[config.mk]
export PLATFORM = sky130hd
export DESIGN_NAME = result_tx_buffer
export DESIGN_NICKNAME = d
export VERILOG_FILES = /design/src/rtl/result_tx_buffer.sv
export SDC_FILE = /design/constraint.sdc
export NUM_CORES = 1
export LEC_CHECK = 0
export BUFFER_PORTS_ARGS = -buffer_cell sky130_fd_sc_hd__buf_2
export CAP_MARGIN = 20
export CORE_MARGIN = 1.5
export CORE_UTILIZATION = 50
export CTS_BUF_LIST = sky130_fd_sc_hd__clkbuf_16
export DETAILED_ROUTE_END_ITERATION = 16
export GPL_TIMING_DRIVEN = 0
export PLACE_DENSITY = 0.69
export SLEW_MARGIN = 0
export SYNTH_ARGS = -nofsm -noshare
export SYNTH_HDL_FRONTEND = slang
export SYNTH_SLANG_ARGS = --single-unit
[constraint.sdc]
create_clock -name clk -period 2.15 [get_ports clk]
set_input_delay 0.645 -clock clk [delete_from_list [all_inputs] [get_ports clk]]
set_output_delay 0.645 -clock clk [all_outputs]
set_load 0.005 [all_outputs]
[src/rtl/result_tx_buffer.sv]
// Result byte buffer between the systolic array and a UART transmitter:
// a circular FIFO drained by a small handshake FSM, one byte per transmission.
module result_tx_buffer #(
  parameter int DEPTH = 16,
  parameter int AW    = 4
) (
  input  logic          clk,
  input  logic          rst,
  input  logic [7:0]    res_data,
  input  logic          res_valid,
  input  logic          tx_busy,
  output logic [7:0]    tx_data,
  output logic          tx_start,
  output logic          fifo_full,
  output logic          fifo_empty,
  output logic [AW:0]   fifo_count,
  output logic          overflow
);

  typedef enum logic [2:0] {
    IDLE,
    LOAD,
    START,
    WAIT_ACK,
    WAIT_DONE
  } state_t;

  localparam logic [AW:0] FULL_COUNT = (AW+1)'(DEPTH);

  logic [7:0]    mem [DEPTH];

  state_t        state_q,    state_d;
  logic [AW-1:0] wr_ptr_q,   wr_ptr_d;
  logic [AW-1:0] rd_ptr_q,   rd_ptr_d;
  logic [AW:0]   count_q,    count_d;
  logic [7:0]    tx_data_q,  tx_data_d;
  logic          tx_start_q, tx_start_d;
  logic          overflow_q, overflow_d;

  logic          push;
  logic          pop;

  assign fifo_full  = (count_q == FULL_COUNT);
  assign fifo_empty = (count_q == '0);
  assign fifo_count = count_q;
  assign tx_data    = tx_data_q;
  assign tx_start   = tx_start_q;
  assign overflow   = overflow_q;

  // A pop only happens in LOAD, which is entered only with data queued, so a
  // push that meets a full FIFO during LOAD still has a free slot at the edge.
  assign pop  = (state_q == LOAD);
  assign push = res_valid && (!fifo_full || pop);

  always_comb begin
    // NOTE: every signal gets a default before the case so that no path
    // leaves it unassigned, which would otherwise infer a latch.
    state_d    = state_q;
    wr_ptr_d   = wr_ptr_q;
    rd_ptr_d   = rd_ptr_q;
    count_d    = count_q;
    tx_data_d  = tx_data_q;
    overflow_d = overflow_q;

    case (state_q)
      IDLE: begin
        if (!fifo_empty && !tx_busy) state_d = LOAD;
      end
      LOAD: begin
        tx_data_d = mem[rd_ptr_q];
        rd_ptr_d  = rd_ptr_q + 1'b1;
        state_d   = START;
      end
      START: begin
        state_d = WAIT_ACK;
      end
      WAIT_ACK: begin
        if (tx_busy) state_d = WAIT_DONE;
      end
      WAIT_DONE: begin
        if (!tx_busy) state_d = IDLE;
      end
      default: begin
        state_d = IDLE;
      end
    endcase

    // Pointers are AW bits wide, so wrap from DEPTH-1 to 0 comes for free.
    if (push) wr_ptr_d = wr_ptr_q + 1'b1;

    case ({push, pop})
      2'b10:   count_d = count_q + 1'b1;
      2'b01:   count_d = count_q - 1'b1;
      default: count_d = count_q;
    endcase

    if (res_valid && !push) overflow_d = 1'b1;

    tx_start_d = (state_d == START);
  end

  // NOTE: sequential state uses non-blocking assignments so every flop
  // samples the pre-edge values regardless of statement order.
  always_ff @(posedge clk or posedge rst) begin
    if (rst) begin
      state_q    <= IDLE;
      wr_ptr_q   <= '0;
      rd_ptr_q   <= '0;
      count_q    <= '0;
      tx_data_q  <= 8'h00;
      tx_start_q <= 1'b0;
      overflow_q <= 1'b0;
    end else begin
      state_q    <= state_d;
      wr_ptr_q   <= wr_ptr_d;
      rd_ptr_q   <= rd_ptr_d;
      count_q    <= count_d;
      tx_data_q  <= tx_data_d;
      tx_start_q <= tx_start_d;
      overflow_q <= overflow_d;
    end
  end

  // NOTE: the storage array has no reset; stale bytes are unreachable because
  // the pointers and count are reset, and leaving it unreset keeps it RAM-mappable.
  always_ff @(posedge clk) begin
    if (push) mem[wr_ptr_q] <= res_data;
  end

endmodule
==> Flow_metrics.wiki <==
{| class="wikitable"
! Metric !! Value
|-
| Count of warnings emitted by yosys || 0
|-
| CTS tree || yes
|-
| Critical-path maximum fanout || 5
|-
| Class of the most critical hold timing path || in2async
|-
| Global route total overflow || 0
|-
| Initial DRC Count || 284
|-
| Critical Path AT || 2.49 ns
|-
| Total negative setup slack || -0.01183 ns
|-
| # setup viols final || 1
|-
| Yosys top cell area share || 0.6206
|-
| Violations in the final reports || setup timing
|-
| Core area || 0.01206 mm²
|-
| Nets@finish || 427
|-
| Worst path slowest cell || or3b_4
|-
| Number of rows created at floorplan || 40
|-
| Power density cells || 1320 mW/mm²
|-
| Startpoint type of the worst setup path || flop
|-
| Switching portion of total power || 0.3157
|-
| Req. time, crit path || 2.48 ns
|-
| Time the final worst path needs with I/O delays and setup || 2.162 ns
|-
| Most used standard cell by instance count after synthesis || edfxtp_1
|-
| Critical path class || reg2reg
|-
| Fraction of the yosys area taken by sequential cells || 0.7257
|-
| DRT Pass-1 Iters || 5
|-
| Total count of hold-check failures in the final report || 0
|-
| Post-CTS Hold Buffers || 0
|-
| Psw || 3.162 mW
|-
| Number of storage elements in the synthesis netlist || 154
|-
| First-pass GRT wire length || 18690 µm
|-
| Transition time of the tightest slew-check pin || 0.7239 ns
|-
| Average vias per placed instance || 5.547
|-
| Layout Skew || 0.008240 ns
|-
| Global-route usage over all layers || 0.2051
|-
| Clock-pin slew on the worst setup and hold paths || 0.06 ns
|-
| Per-cell routed wire length || 20.94 µm
|-
| Async set-or-reset flop fraction in the synthesized netlist || 0.1688
|-
| Period utilisation layout || 1.006
|-
| Number of clock sinks || 154
|-
| Stage delay of the slowest cell on the critical path || 0.46 ns
|-
| Mapped Avg Cell Area || 18.77 µm²
|-
| Run status || finished, violations left
|-
| Area of the multi-input gates || 0.001750 mm²
|-
| Top achievable clock speed || 462.6 MHz
|-
| Vias in the first global route || 3299
|-
| Max Cap Violations || 0
|-
| Final number of max-transition violations || 0
|-
| Worst hold slack across all endpoints || 0.2359 ns
|-
| Dominant cell type by area after synthesis || edfxtp_1
|-
| Chip width || 114.3 µm
|-
| Post-Route Utilization || 0.6295
|-
| Reg power frac || 0.401
|-
| Placement Cell Area || 0.006564 mm²
|-
| Sum of internal, switching and leakage power || 10.02 mW
|-
| Remaining antenna violation count || 0
|-
| Maximum clock path buffer count || 2
|-
| Gp weighted congestion || 0.7775
|-
| Number of buffers created by CTS || 17
|-
| Internal power || 6.856 mW
|-
| Largest net degree at the start of global routing || 27
|-
| IO Pins || 29
|-
| Area growth from synthesis to layout || 22.59%
|-
| DRC violation count after routing || 0
|-
| Final instance area || 0.007592 mm²
|-
| Most instantiated cells after synthesis || edfxtp_1, mux4_2, dfrtp_1
|-
| Synthesized area || 0.006193 mm²
|-
| Capturing element type of the critical path || flop
|-
| Layout cells sized above 1 || 0.3866
|-
| Number of enable flip-flop cells after synthesis || 128
|-
| Part of the power in combinational logic || 0.336
|-
| Clock network power share || 0.263
|-
| Placed cells || 526
|-
| Buffers added on ports || 28
|-
| Root buf cell || clkbuf_16
|-
| Nets in the synthesized netlist || 351
|-
| Worst setup margin || -0.01183 ns
|-
| Initial antenna violation count || 0
|-
| Number of cells produced by synthesis || 330
|-
| Unrepaired setup endpoints after global routing || true
|-
| Distinct cell type count of the synthesized netlist || 43
|-
| Reg area || 0.004494 mm²
|-
| Vertical die dimension || 114.3 µm
|-
| Flip-flop cell with the highest count after synthesis || edfxtp_1
|-
| WL final || 12290 µm
|-
| Final Non-Filler Cells || 587
|-
| Headroom to the max-slew limit || 0.5174
|-
| Starting density of the core || 0.5135
|-
| Synth area leaders || edfxtp_1, mux4_2, dfrtp_1
|-
| Source-to-sink clock delay at the later pin of the worst-skew pair || 0.42 ns
|-
| Leakage || 2.755 nW
|-
| Number of antenna diodes || 0
|-
| Fillers || 838
|-
| Total vias in the final route || 3256
|-
| Number of levels the H-tree was split into || 4
|-
| Half-perimeter wire length after detailed placement || 7674 µm
|-
| Overall die area || 0.01306 mm²
|-
| Worst setup slack before clock tree synthesis || -0.4156 ns
|-
| Largest voltage drop on the vdd net || 0.5880 mV
|-
| Cell-by-cell trace of the critical path || or3b_4 -> nor2_4 -> ha_1 -> a21o_1 -> a21oi_2 -> mux2i_2 -> xnor2_1
|}
[metal layers]
metal	wire length (µm)	GRT usage
met3	536	0.04711
met1	5125	0.2683
met5	0	0
met4	203	0.07333
met2	6428	0.3414
[cell usage in the layout, fill, tap and decap left out, types with 5 or more instances in the layout]
cell type / n
edfxtp_1: 128
buf_2: 31
mux4_2: 30
dfrtp_1: 26
buf_4: 23
mux2i_1: 18
clkbuf_16: 17
nor2_4: 14
nand2_1: 13
inv_1: 12
xnor2_1: 9
ha_1: 8
clkinv_2: 8
buf_12: 8
o21ai_0: 6
nor2_1: 5
[state kept, by name (all words and copies together) (netlist names)]
signal	count
mem	128
tx_data	8
fifo_count	5
rd_ptr_q	4
wr_ptr_q	4
state_q	3
overflow	1
tx_start	1
[area by class of cell]
class / instances / area share
flip-flops and latches: 154 / 0.5920
clock buffers: 17 / 0.05603
multi-input cells: 151 / 0.2306
clock inverters: 15 / 0.01269
inverters: 10 / 0.005603
repair buffers: 58 / 0.06477
well taps: 168 / 0.02769
plain buffers: 14 / 0.01071
[power groups by stage]
stage          clock, mW  combinational (mW)  sequential [mW]
6_report            2.63                3.36             4.02
5_1_grt             2.79                3.66             4.06
3_5_place_dp           0                2.90             4.05
4_1_cts             2.67                3.32             3.97
3_3_place_gp           0                2.82             4.02
2_1_floorplan          0                2.09             4.00
[path summary, 6_finish.rpt]
| kind | from | endpoint | slack, ns | cells after the start |
|---|---|---|---|---|
| worst max-delay path | state_q[1] | fifo_count[4] | -0.01 | 7 |
| worst min-delay path | rst | state_q[2] | 0.24 | 2 |
| worst max register to register | state_q[1] | fifo_count[4] | -0.01 | 7 |
| worst min register to register | overflow | overflow | 0.47 | 1 |
| max in group asynchronous | rst | wr_ptr_q[3] | 1.46 | 3 |
| min in group clk | overflow | overflow | 0.47 | 1 |
[worst max-delay path, delay by kind of cell, from the launching register on]
family / cells / cell delay (ns)
mux: 1 / 0.26
compound gates: 2 / 0.37
fa+ha+maj: 1 / 0.29
simple gates: 2 / 0.61
xor+xnor: 1 / 0.15
flops: 1 / 0.39
[kinds of logic after synthesis]
group,share of synthesized area
AOI/OAI and AO/OA,0.02808
xor gates and xnor gates,0.01535
adders and majority gates,0.01939
buffers and inverters,0.01959
DFF,0.7257
muxes,0.1434
and+or+nand+nor,0.04849
[timing repair]
| action | 4_1_cts | 5_1_grt |
|---|---|---|
| resized for setup | 31 | 12 |
| endpoints found under the setup margin | 132 | 93 |
| pin swaps | 15 | 12 |
| setup buffers | 23 | 6 |
(Power assumes the default switching activity.)
